## config.mk

```make
export PLATFORM = sky130hd
export DESIGN_NAME = fifo_wr_arbiter
export DESIGN_NICKNAME = d
export VERILOG_FILES = /design/src/rtl/fifo_wr_arbiter.sv
export SDC_FILE = /design/constraint.sdc
export NUM_CORES = 1
export LEC_CHECK = 0
export CAP_MARGIN = 0
export CORE_MARGIN = 4
export CORE_UTILIZATION = 45
export DETAILED_ROUTE_END_ITERATION = 8
export PLACE_DENSITY = 0.83
export SETUP_SLACK_MARGIN = 0.4
export SLEW_MARGIN = 20
export SYNTH_ARGS = -nofsm -noshare
export SYNTH_HDL_FRONTEND = slang
export SYNTH_SLANG_ARGS = --single-unit
```

## constraint.sdc

```tcl
create_clock -name clk -period 4.99 [get_ports clk]
set_input_delay 0.998 -clock clk [delete_from_list [all_inputs] [get_ports clk]]
set_output_delay 0.998 -clock clk [all_outputs]
set_load 0.1 [all_outputs]
```

## src/rtl/fifo_wr_arbiter.sv

```systemverilog
// -----------------------------------------------------------------------------
// fifo_wr_arbiter
//
// Round-robin scheduler that shares the single write port of a FIFO among
// NREQ producers.  One producer at a time holds a grant for a burst of at most
// MAX_BURST beats.  The granted producer's request and data are forwarded to
// the FIFO, and the FIFO full flag stalls the burst without using up beats.
//
// Ports
//   clk         rising-edge clock, same domain as the FIFO write port
//   reset       asynchronous, active-high reset
//   req         per-producer write request, held until acked
//   req_data    producer data, slice i = req_data[i*WIDTH +: WIDTH]
//   fifo_full   FIFO full flag (backpressure)
//   ack         one-hot beat-accepted strobe to the granted producer
//   fifo_wr_rq  write request to the FIFO
//   fifo_wdata  write data to the FIFO (0 while idle)
//   grant       registered one-hot grant
//   grant_id    registered index of the granted producer
//   busy        high while a burst grant is held
// -----------------------------------------------------------------------------
module fifo_wr_arbiter #(
  parameter int WIDTH     = 4,
  parameter int NREQ      = 4,
  parameter int MAX_BURST = 4
) (
  input  logic                    clk,
  input  logic                    reset,
  input  logic [NREQ-1:0]         req,
  input  logic [NREQ*WIDTH-1:0]   req_data,
  input  logic                    fifo_full,
  output logic [NREQ-1:0]         ack,
  output logic                    fifo_wr_rq,
  output logic [WIDTH-1:0]        fifo_wdata,
  output logic [NREQ-1:0]         grant,
  output logic [$clog2(NREQ)-1:0] grant_id,
  output logic                    busy
);

  localparam int ID_W  = $clog2(NREQ);
  localparam int CNT_W = $clog2(MAX_BURST) + 1;

  typedef enum logic [0:0] {
    ST_IDLE  = 1'b0,
    ST_BURST = 1'b1
  } state_t;

  // Round-robin search: lowest offset from 'start' (modulo NREQ) wins.
  // Returns {found, index}.  Index arithmetic wraps naturally because NREQ
  // is a power of two.
  function automatic logic [ID_W:0] find_winner(input logic [NREQ-1:0] r,
                                                input logic [ID_W-1:0] start);
    logic [ID_W:0]   res;
    logic [ID_W-1:0] idx;
    res = {1'b0, {ID_W{1'b0}}};
    for (int k = NREQ - 1; k >= 0; k--) begin
      idx = start + ID_W'(k);
      if (r[idx]) begin
        res = {1'b1, idx};
      end
    end
    return res;
  endfunction

  // One-hot vector with only bit 'idx' set.
  function automatic logic [NREQ-1:0] to_onehot(input logic [ID_W-1:0] idx);
    logic [NREQ-1:0] v;
    v      = {NREQ{1'b0}};
    v[idx] = 1'b1;
    return v;
  endfunction

  state_t            state_r;
  logic [NREQ-1:0]   grant_r;
  logic [ID_W-1:0]   grant_id_r;
  logic [ID_W-1:0]   ptr_r;
  logic [CNT_W-1:0]  cnt_r;

  logic              busy_s;
  logic              cur_req_s;
  logic              beat_s;
  logic              last_beat_s;
  logic              release_s;
  logic [ID_W-1:0]   next_ptr_s;
  logic [ID_W-1:0]   srch_start_s;
  logic [ID_W:0]     win_s;
  logic [WIDTH-1:0]  wdata_s;

  // Beat / release decode and winner search, all from registered state so the
  // write port never depends on anything the FIFO has not already seen.
  always_comb begin
    busy_s       = (state_r == ST_BURST);
    cur_req_s    = 1'b0;
    beat_s       = 1'b0;
    last_beat_s  = 1'b0;
    release_s    = 1'b0;
    next_ptr_s   = grant_id_r + ID_W'(1);
    srch_start_s = ptr_r;
    wdata_s      = {WIDTH{1'b0}};
    if (busy_s) begin
      cur_req_s    = req[grant_id_r];
      // A full FIFO stalls the beat; stalled cycles do not advance cnt.
      beat_s       = cur_req_s & ~fifo_full;
      last_beat_s  = (cnt_r == CNT_W'(MAX_BURST - 1));
      release_s    = ~cur_req_s | (beat_s & last_beat_s);
      // After a release the old owner is searched last.
      srch_start_s = next_ptr_s;
      wdata_s      = req_data[int'(grant_id_r)*WIDTH +: WIDTH];
    end else begin
      srch_start_s = ptr_r;
    end
    win_s = find_winner(req, srch_start_s);
  end

  // Grant state machine: IDLE waits for any request, BURST streams beats and
  // hands the grant straight to the next winner on release.
  always_ff @(posedge clk or posedge reset) begin
    if (reset) begin
      state_r    <= ST_IDLE;
      grant_r    <= {NREQ{1'b0}};
      grant_id_r <= {ID_W{1'b0}};
      ptr_r      <= {ID_W{1'b0}};
      cnt_r      <= {CNT_W{1'b0}};
    end else begin
      case (state_r)
        ST_IDLE: begin
          if (win_s[ID_W]) begin
            state_r    <= ST_BURST;
            grant_r    <= to_onehot(win_s[ID_W-1:0]);
            grant_id_r <= win_s[ID_W-1:0];
            cnt_r      <= {CNT_W{1'b0}};
          end else begin
            state_r    <= ST_IDLE;
          end
        end
        ST_BURST: begin
          if (release_s) begin
            ptr_r <= next_ptr_s;
            cnt_r <= {CNT_W{1'b0}};
            if (win_s[ID_W]) begin
              // Back-to-back handoff keeps one beat per cycle.
              grant_r    <= to_onehot(win_s[ID_W-1:0]);
              grant_id_r <= win_s[ID_W-1:0];
            end else begin
              state_r    <= ST_IDLE;
              grant_r    <= {NREQ{1'b0}};
              grant_id_r <= {ID_W{1'b0}};
            end
          end else if (beat_s) begin
            cnt_r <= cnt_r + CNT_W'(1);
          end else begin
            cnt_r <= cnt_r;
          end
        end
        default: begin
          state_r    <= ST_IDLE;
          grant_r    <= {NREQ{1'b0}};
          grant_id_r <= {ID_W{1'b0}};
          cnt_r      <= {CNT_W{1'b0}};
        end
      endcase
    end
  end

  // Write side is combinational from registered grant so it drops the
  // instant reset clears the state.
  assign fifo_wr_rq = beat_s;
  assign ack        = grant_r & {NREQ{beat_s}};
  assign fifo_wdata = wdata_s;
  assign grant      = grant_r;
  assign grant_id   = grant_id_r;
  assign busy       = busy_s;

endmodule

```

## Word-level counts from Yosys, hierarchy flattened

Index checks and enable logic that the tools add are counted.

- Add/sub/neg operators: 5
- Order comparisons: 7
- Eq/ne operators: 4
- Shifts and indexed selects: 1
- Multiplexer cells: 35
- Bitwise gates (word level): 7
- Reductions and logical operators: 4

Operators with widths:

| cell | count |
|---|---|
| 3-bit two-way mux | 7 |
| 2-bit by 3-bit less-than comparator with 1-bit output, second input constant | 6 |
| 4-bit two-way mux | 4 |
| 16-bit by 5-bit indexed part select with 4-bit output | 1 |
| 1-bit binary-select mux with 2-bit select | 5 |
| 1-bit two-way mux | 10 |
| 2-bit two-way mux | 4 |
| 4-bit case mux with 2 select lines | 1 |
| 3-bit case mux with 2 select lines | 1 |
| 2-bit AND reduction | 3 |
| 2-bit by 1-bit adder with 2-bit output, second input constant | 2 |
| 2-bit adder, second input constant | 2 |
| 4-bit AND | 1 |
| 2-bit case mux with 2 select lines | 1 |
| 3-bit by 1-bit adder with 3-bit output, second input constant | 1 |
| 3-bit by 2-bit equality test with 1-bit output, second input constant | 1 |
| 3-bit by 1-bit != test with 1-bit output, second input constant | 1 |
| 1-bit inverter | 3 |
| 1-bit AND | 2 |
| 1-bit demux with 2-bit select | 1 |
| 2-bit by 1-bit greater-or-equal comparator with 1-bit output, second input constant | 1 |
| 2-bit by 1-bit != test with 1-bit output, second input constant | 1 |
| 2-bit != test, second input constant | 1 |
| 1-bit case mux with 2 select lines | 1 |
| 2 further kinds | 2 |

- Flip-flop bits (word level): 12
- Input port bits: 23
- Output and inout port bits: 16

## Depth between registers and ports, before layout

Gate-level depths: netlist of the first run.

- Depth after elaboration: 16
- Depth in mapped cells: 7
- Mapped depth without buffers: 7

## Worst setup path before layout of the first run

No wires, ideal clock.

- Kind: reg-to-output
- From: register grant_id_r[0], in the netlist grant_id[0]
- To: output ack[0]
- Arrival: 3078 ps
- Required time: 3992 ps
- Path slack: 914 ps
- Cell stages (with the launch flop): 5
- Buffers on the path: 0
- Path through: dfrtp_1 mux4_2 nand3_1 inv_1 and2_1

- Word-level cells in the longest chain between the ends: 5

Ends and longest elaborated chain:

| element | RTL line | source |
|---|---|---|
| start: declaration | 75 | `logic [ID_W-1:0] grant_id_r;` |
| start signal: assignment | 121 | `grant_id_r <= {ID_W{1'b0}};` |
| start signal: assignment | 130 | `grant_id_r <= win_s[ID_W-1:0];` |
| start signal: assignment | 143 | `grant_id_r <= win_s[ID_W-1:0];` |
| 1-bit binary-select mux with 2-bit select | 101 | `cur_req_s = req[grant_id_r];` |
| 1-bit two-way mux (implied by the code) | 101 |  |
| 1-bit AND | 103 | `beat_s = cur_req_s & ~fifo_full;` |
| 1-bit two-way mux | 100 | `if (busy_s) begin` |
| via fifo_wr_rq | 33 | `output logic fifo_wr_rq,` |
| 4-bit AND | 168 | `assign ack = grant_r & {NREQ{beat_s}};` |
| end: declaration | 32 | `output logic [NREQ-1:0] ack,` |

The timed path passes the listed nets, and every way through them passes these cells. The select of a mux whose other input is x is not followed.

## Worst setup path in the final report of the first run

- From: input req_data[5]
- To: output fifo_wdata[1]

- Word-level cells in the longest chain between the ends: 2

Ends and longest elaborated chain:

| element | RTL line | source |
|---|---|---|
| start: declaration | 30 | `input logic [NREQ*WIDTH-1:0] req_data,` |
| 16-bit by 5-bit indexed part select with 4-bit output | 108 | `wdata_s = req_data[int'(grant_id_r)*WIDTH +: WIDTH];` |
| 4-bit two-way mux | 100 |  |
| end: declaration | 34 | `output logic [WIDTH-1:0] fifo_wdata,` |

Every way passes these cells.

==> results of run 1 <==
==> cells in the final DEF (no fill, tap or decap), types with 2 or more instances in the layout <==
master           instances
o31ai_1                  3
inv_1                    6
mux4_1                   4
clkdlybuf4s50_1         33
o21ai_1                  2
and2_1                   8
clkbuf_4                 3
dfrtp_1                 12
nor2_1                   5
ha_1                     2
nand2_1                 14
o21ai_0                  2
buf_4                    5
nand3_1                  6
a21oi_1                  4
==> per-layer routing <==
layer / share of wire [%] / GRT usage, %
met1: 41 / 19.10
met5: 0 / 0
met4: 1.4 / 5.106
met3: 7.1 / 5.540
met2: 51 / 30.65
==> power by group <==
part	total, mW	internal [mW]	switching, mW
combinational	0.686	0.221	0.465
sequential	0.197	0.135	0.0617
clock	0.0571	0.0279	0.0292
==> state kept, by name, indices dropped and copies added (netlist names) <==
signal and count:
grant_id 2, grant 4, cnt_r 3, ptr_r 2, busy 1
==> kinds of logic (layout without fill, tap and decap cells) <==
kind of cell / count (synthesis) / after routing / share of synthesized area (%)
DFF: 12 / 12 / 31.87
xor gates and xnor gates: 1 / 1 / 0.9298
adders and majority gates: 2 / 2 / 2.656
and+or+nand+nor: 43 / 43 / 27.63
muxes: 5 / 5 / 13.55
AOI/OAI and AO/OA: 21 / 21 / 17.66
buffers and inverters: 10 / 47 / 5.709
==> final timing paths <==
kind,start,to,depth (start not counted)
max in group asynchronous,reset,ptr_r[0]$_DFFE_PP0P_,2
max reg2reg,busy$_DFF_PP0_,grant[0]$_DFFE_PP0P_,6
max,req_data[5],fifo_wdata[1],4
min reg2reg,grant[2]$_DFFE_PP0P_,grant[2]$_DFFE_PP0P_,2
min,grant[2]$_DFFE_PP0P_,grant[2]$_DFFE_PP0P_,2
min in group asynchronous,reset,grant[2]$_DFFE_PP0P_,2
==> per-stage QoR <==
| step | cells | util, % | worst slack, ps | instance area, um^2 | power (mW) |
|---|---|---|---|---|---|
| detailed placement | 155 | 66.22 | 953.8 | 1313 | 0.8844 |
| global placement | 155 | 66.22 | 989.3 | 1313 | 0.8738 |
| finish | 158 | 67.36 | 963.9 | 1335 | 0.9398 |
| floorplan | 94 | - | 914.2 | 942.2 | 0.7491 |
| CTS | 158 | 67.36 | 953.7 | 1335 | 0.9444 |
| global route | 158 | 67.36 | 903.1 | 1335 | 0.9882 |
==> final cells by class <==
type / count / area, um^2
tap: 27 / 33.78
multi-input combinational: 72 / 588.1
fill: 149 / 646.9
clock buffer: 3 / 22.52
inverter: 6 / 22.52
timing repair buffer: 38 / 367.9
sequential: 12 / 300.3
==> tightest hold or removal path, stage by stage, from the launching register on <==
cell and delay [ps]:
dfrtp_1 370, nand2_1 50, o21ai_1 60
==> impl_metrics.json, run 1 <==
{
  "max_stage_delay_ps": 960,
  "synth_cells": 94,
  "setup_viol": 0,
  "crit_slowest_cell": "clkdlybuf4s50_1",
  "synthTopCellsByCount": "14 x nand2_1, 12 x dfrtp_1, 8 x and2_1",
  "critPathCaptureType": "primary output",
  "post-cts-setup-buffer-count": 0,
  "vdd_drop_max_v": 0.0005503,
  "grt_overflow": 0,
  "synth_nets": 119,
  "ys.flop_type": "dfrtp_1",
  "start_util_pct": 47.54,
  "cts.sinks": 12,
  "synth_seq_cells": 12,
  "critPathLaunchType": "input pin",
  "die_area_um2": 2890,
  "grt_max_degree": 24,
  "hold_violations": 0,
  "drt_pass1_iterations": 4,
  "cp_max_fo": 1,
  "holdBufCountCts": 0,
  "final_nets": 158,
  "async_reset_ff_share_pct": 100.0,
  "yosys_warnings": 0,
  "fmax_ghz": 0.2484,
  "setup_tns_ps": 0,
  "cts_tree": "yes",
  "clock_skew_ps": 2.617,
  "dp_hpwl_um": 1796,
  "worst_slew_pin_slew_ps": 978.4,
  "antenna_found_initial": 0,
  "rows": 16,
  "pwr_density_cell_nw_per_um2": 704.0,
  "crit_arrival_ps": 3030,
  "relSlewSlack_pct": 34.57,
  "maxCapViolCount": 0,
  "vias": 881,
  "seq_area_frac_synth_pct": 31.87,
  "post-route-period-util_pct": 80.68,
  "yosysTopAreaCell": "dfrtp_1",
  "drt-initial-drc-count": 14,
  "yosysMostFrequentCell": "nand2_1",
  "core-area_um2": 1982,
  "outcome": "complete, no violations",
  "n_antenna_cell": 0,
  "yosysTopAreaCellShare_pct": 31.87,
  "maxSlewViolCount": 0,
  "gp_congestion": 0.8273,
  "clk_pin_slew_ps": 70,
  "syn2layout_area_growth_pct": 41.70,
  "dieHeight_um": 53.76,
  "syn_avg_cell_area_um2": 10.02,
  "holdWs_ps": 512.5,
  "fp.dieW_um": 53.76,
  "clock_path_buffers": 2,
  "root_buffer": "clkbuf_4",
  "r2r_slack_ps": 2900,
  "drive_gt1_share_pct": 13.74,
  "critical_path_buf_inv_count": 2,
  "avgRoutedWirePerCell_um": 14.49,
  "detail-route-antenna-nets": 0,
  "drt_drc_violations_left": 0,
  "h-tree-depth": 1,
  "fin_crit_ps": 4026,
  "worstSetupPathType": "in2out",
  "portBuffers": 38,
  "required_ps": 3990,
  "grt_usage_pct": 17.13,
  "grt_pass1_vias": 844,
  "viasPerCell": 5.576,
  "cpMostUsedCell": "clkdlybuf4s50_1",
  "ys_top_cells_by_area": "dfrtp_1 32%, mux4_1 11%, nand2_1 5.6%",
  "ios": 39,
  "cp_top_family": "buffers and inverters",
  "yosysUniqueCellTypes": 37,
  "hold_class": "reg2reg",
  "cellLeakagePower_nw": 0.5633,
  "cp_cell_sequence": "clkdlybuf4s50_1 -> mux4_1 -> and2_1 -> clkdlybuf4s50_1",
  "netlist_area_um2": 942.2,
  "grt_pass1_wl_um": 3588,
  "synth_edf_count": 0,
  "ctsResizeCount": 0,
  "wl_um": 2290,
  "cts_buffers": 3,
  "insertion_delay_ps": 270,
  "grt_setup_unrepaired": "no"
}
Note: power is estimated with default switching activity, not from simulation.
==> inputs of run 2 (changes only) <==
Settings changed: CORE_UTILIZATION 45 to 42, PLACE_DENSITY 0.83 to 0.78.
Clock period 4.99 ns to 3.9 ns, I/O delays scaled along.
==> impl_metrics.json, run 2 (synthesized netlist as in run 1, its figures left out) <==
{
  "drt_drc_violations_left": 0,
  "rows": 16,
  "fin_crit_ps": 3352,
  "power_mw": 1.266,
  "grt_setup_unrepaired": "no",
  "worst_slack_ps": 548.4,
  "start_util_pct": 46.14,
  "clock_path_buffers": 2,
  "pwr-share-comb_pct": 71.8,
  "grt_usage_pct": 17.11,
  "cts_tree": "yes",
  "syn2layout_area_growth_pct": 50.46,
  "dieHeight_um": 55.36,
  "relSlewSlack_pct": 35.08,
  "fmax_ghz": 0.2984,
  "grt_overflow": 0,
  "grt_max_degree": 24,
  "power.internal_mw": 0.5329,
  "fillers": 165,
  "worst-path-stages": 6,
  "mostFrequentLayoutCell": "clkdlybuf4s50_1",
  "p_sw_share_pct": 57.90,
  "h-tree-depth": 1,
  "grt_pass1_vias": 920,
  "vias": 898,
  "maxCapViolCount": 0,
  "cts.sinks": 12,
  "cp_max_fo": 6,
  "drive_gt1_share_pct": 24.24,
  "postLayoutCellArea_um2": 1418,
  "wl_um": 2396,
  "clk_pin_slew_ps": 80,
  "pwr_density_cell_nw_per_um2": 892.8,
  "worst_slew_pin_slew_ps": 970.7,
  "final_nets": 158,
  "p_clk_share_pct": 8.2,
  "hold_depth": 1,
  "drt-initial-drc-count": 35,
  "fp.dieW_um": 55.36,
  "holdBufCountCts": 0,
  "core-area_um2": 2042,
  "dp_hpwl_um": 1898,
  "drt_pass1_iterations": 4,
  "place_area_um2": 1374,
  "insertion_delay_ps": 280,
  "vdd_drop_max_v": 0.0006906,
  "largest_register_ffs": 4,
  "p_sw_mw": 0.7328,
  "r2r_cells": 6,
  "root_buffer": "clkbuf_4",
  "post-route-period-util_pct": 85.94,
  "place_ws_ps": 350.6,
  "final_cell_mix": "27 x clkdlybuf4s50_1, 14 x nand2_1, 10 x dfrtp_1",
  "register_area_um2": 302.8,
  "crit_arrival_ps": 2570,
  "die_area_um2": 3065,
  "seqPwrFrac_pct": 20.0,
  "maxSlewViolCount": 0,
  "gp_congestion": 0.7765,
  "cp_top_family": "buffers and inverters",
  "critPathCaptureType": "primary output",
  "ios": 39,
  "critPathLaunchType": "input pin",
  "grt_pass1_wl_um": 4222,
  "hold_class": "reg2reg",
  "setup_viol": 0,
  "viasPerCell": 5.648,
  "max_stage_delay_ps": 530,
  "hold_violations": 0,
  "crit_slowest_cell": "mux4_2",
  "clock_skew_ps": 0.3996,
  "critical_path_buf_inv_count": 3,
  "required_ps": 3120,
  "detail-route-antenna-nets": 0,
  "antenna_found_initial": 0,
  "setup_tns_ps": 0,
  "cellLeakagePower_nw": 0.5931,
  "avgRoutedWirePerCell_um": 15.07,
  "cts_buffers": 3,
  "cp_cell_sequence": "clkdlybuf4s50_1 -> mux4_2 -> nand3_2 -> clkinvlp_4 -> and2_2 -> buf_12",
  "worstSetupPathType": "in2out",
  "n_antenna_cell": 0,
  "multi_input_area_um2": 598.1,
  "portBuffers": 38,
  "outcome": "complete, no violations"
}
-- run 2: power by group through the flow --
stage / combinational [mW] / sequential (mW) / clock, mW
2_1_floorplan: 0.555 / 0.409 / 0
3_3_place_gp: 0.897 / 0.252 / 0
3_5_place_dp: 0.910 / 0.257 / 0
4_1_cts: 0.914 / 0.254 / 0.108
5_1_grt: 0.959 / 0.266 / 0.113
6_report: 0.908 / 0.253 / 0.104
-- run 2: repair_timing --
| item | in CTS | in global routing |
|---|---|---|
| gates resized for setup | 1 | 1 |
| setup endpoints to repair | 4 | 4 |
| buffers inserted | 0 | 0 |
-- run 2: cell type report --
cell class                 count  share of cell area (%)
inverter                       6                   1.853
clock buffer                   4                   2.560
sequential                    12                   21.36
timing repair buffer          38                   29.66
multi-input combinational     72                   42.19
tap                           27                   2.383
-- run 2: per-layer routing --
layer | vias to the layer above | track usage [%] | share of wire [%]
met3 | 7 | 3.263 | 6.6
met4 | 0 | 7.639 | 2.2
met1 | 427 | 20.34 | 39
met5 | - | 0 | 0
li1 | 424 | - | -
met2 | 40 | 29.56 | 52
-- run 2: stage by stage --
step           instances  util [%]  hold slack, ps
5_1_grt              159     69.42           545.5
4_1_cts              159     69.30           499.5
2_1_floorplan         94         -           462.0
3_5_place_dp         155     67.28           489.5
6_report             159     69.42           496.6
3_3_place_gp         155     67.28           481.4
-- run 2: path summary, 6_finish.rpt --
path | from | to | slack, ps
worst max-delay path | req[2] | ack[1] | 550
worst min-delay path | cnt_r[0]$_DFFE_PP0P_ | cnt_r[0]$_DFFE_PP0P_ | 500
worst max register to register | busy$_DFF_PP0_ | grant[0]$_DFFE_PP0P_ | 1780
worst min register to register | cnt_r[0]$_DFFE_PP0P_ | cnt_r[0]$_DFFE_PP0P_ | 500
max in group asynchronous | reset | grant_id[1]$_DFFE_PP0P_ | 2750
min in group asynchronous | reset | grant[1]$_DFFE_PP0P_ | 800
==> inputs of run 3 (changes only) <==
Clock period 3.9 ns to 3.1 ns, I/O delays scaled along.
==> impl_metrics.json, run 3 (synthesized netlist as in run 1, its figures left out) <==
{
  "required_ps": 2480,
  "drt-initial-drc-count": 17,
  "clock_path_buffers": 2,
  "n_antenna_cell": 0,
  "syn2layout_area_growth_pct": 59.50,
  "wl_um": 2641,
  "cp_max_fo": 6,
  "rows": 16,
  "holdPathEnd": "cnt_r[2]$_DFFE_PP0P_",
  "setup_viol": 0,
  "final_nets": 163,
  "grt_pass1_vias": 982,
  "r2r_slack_ps": 980,
  "root_buffer": "clkbuf_4",
  "vias": 906,
  "drt_drc_violations_left": 0,
  "cts_buffers": 3,
  "post-route-period-util_pct": 84.76,
  "holdCritStartpoint": "cnt_r[2]$_DFFE_PP0P_",
  "holdBufCountCts": 0,
  "antenna_found_initial": 0,
  "gp_congestion": 0.7788,
  "worstSetupPathType": "in2out",
  "clk_pin_slew_ps": 80,
  "outcome": "complete, no violations",
  "fp.dieW_um": 55.36,
  "insertion_delay_ps": 270,
  "grt_overflow": 0,
  "detail-route-antenna-nets": 0,
  "mostFrequentLayoutCell": "clkdlybuf4s50_1",
  "critPathLaunchType": "input pin",
  "largest_register_ffs": 4,
  "crit_arrival_ps": 2010,
  "relSlewSlack_pct": 52.36,
  "grt_setup_unrepaired": "no",
  "setup_tns_ps": 0,
  "cts_tree": "yes",
  "r2r-start": "busy$_DFF_PP0_",
  "avgRoutedWirePerCell_um": 16.10,
  "fmax_ghz": 0.3806,
  "drive_gt1_share_pct": 34.31,
  "clock_skew_ps": 3.453,
  "maxSlewViolCount": 0,
  "place_area_um2": 1449,
  "drt_pass1_iterations": 5,
  "worst_slack_ps": 472.5,
  "dp_hpwl_um": 2149,
  "hold_depth": 2,
  "grt_max_degree": 24,
  "core-area_um2": 2042,
  "dieHeight_um": 55.36,
  "holdWs_ps": 529.5,
  "cts.sinks": 12,
  "viasPerCell": 5.524,
  "ios": 39,
  "final_cell_mix": "18 x clkdlybuf4s50_1, 14 x nand2_1, 12 x buf_4",
  "pwr_density_cell_nw_per_um2": 1135,
  "place_ws_ps": 108.0,
  "die_area_um2": 3065,
  "r2r_cells": 6,
  "cellLeakagePower_nw": 0.6465,
  "worst_slew_pin_slew_ps": 714.7,
  "maxCapViolCount": 0,
  "hold_violations": 0,
  "final_core_util_pct": 73.59,
  "start_util_pct": 46.14,
  "grt_pass1_wl_um": 4567,
  "h-tree-depth": 1,
  "vdd_drop_max_v": 0.0007199,
  "portBuffers": 38,
  "postLayoutCellArea_um2": 1503,
  "critPathCaptureType": "primary output",
  "worstReg2RegEnd": "grant[0]$_DFFE_PP0P_",
  "hold_class": "reg2reg",
  "grt_usage_pct": 18.33,
  "fin_crit_ps": 2627
}
==> run 3: cell count changes in the layout (fill, tap and decap cells not counted), sizes merged <==
cell	before	now
buf	10	21
clkdlybuf4s50	27	18
dlygate4sd2	0	4
dlymetal6s2s	1	0
==> run 3: final cells by class <==
| class | count | area (um^2) |
|---|---|---|
| Multi-Input combinational cell | 72 | 615.6 |
| Fill cell | 160 | 539.3 |
| Timing Repair Buffer | 43 | 485.5 |
| Sequential cell | 12 | 305.3 |
| Clock buffer | 4 | 36.28 |
| Tap cell | 27 | 33.78 |
| Inverter | 6 | 26.28 |
==> run 3: critical path, cell delays in order <==
cell	delay, ps
dlygate4sd2_1	290
mux4_2	520
nand3_4	100
clkinvlp_4	140
buf_4	170
buf_12	160
==> run 3: worst max-delay path by stage <==
stage	cells after the start	start	slack, ps	endpoint
after floorplan	4	grant_id[0]$_DFFE_PP0P_	210	ack[0]
after global placement	6	req[0]	190	ack[3]
after detailed placement	6	req[1]	110	ack[1]
after CTS	6	req[1]	470	ack[1]
after global routing	6	req[1]	410	ack[1]
final	6	req[1]	470	fifo_wr_rq
==> run 3: power breakdown <==
part	switching, mW	internal (mW)	leakage, nW
clock	0.0517	0.0714	0.0210
combinational	0.795	0.457	0.479
sequential	0.106	0.224	0.146
==> run 3: what timing repair did <==
item / 4_1_cts / 5_1_grt
gates resized for setup: 5 / 0
hold endpoints to repair: 0 / 0
endpoints found under the setup margin: 5 / 0
buffers inserted: 2 / 0
==> run 3: metal layers <==
metal	wire length, um	global-route usage (%)
met5	0	0
met4	67	5.903
met3	111	3.730
met2	1451	35.30
met1	1010	19.51
==> run 3: stage by stage <==
step	total power [mW]	cells
global placement	1.538	158
CTS	1.712	164
global route	1.792	164
finish	1.705	164
floorplan	1.234	94
detailed placement	1.573	158
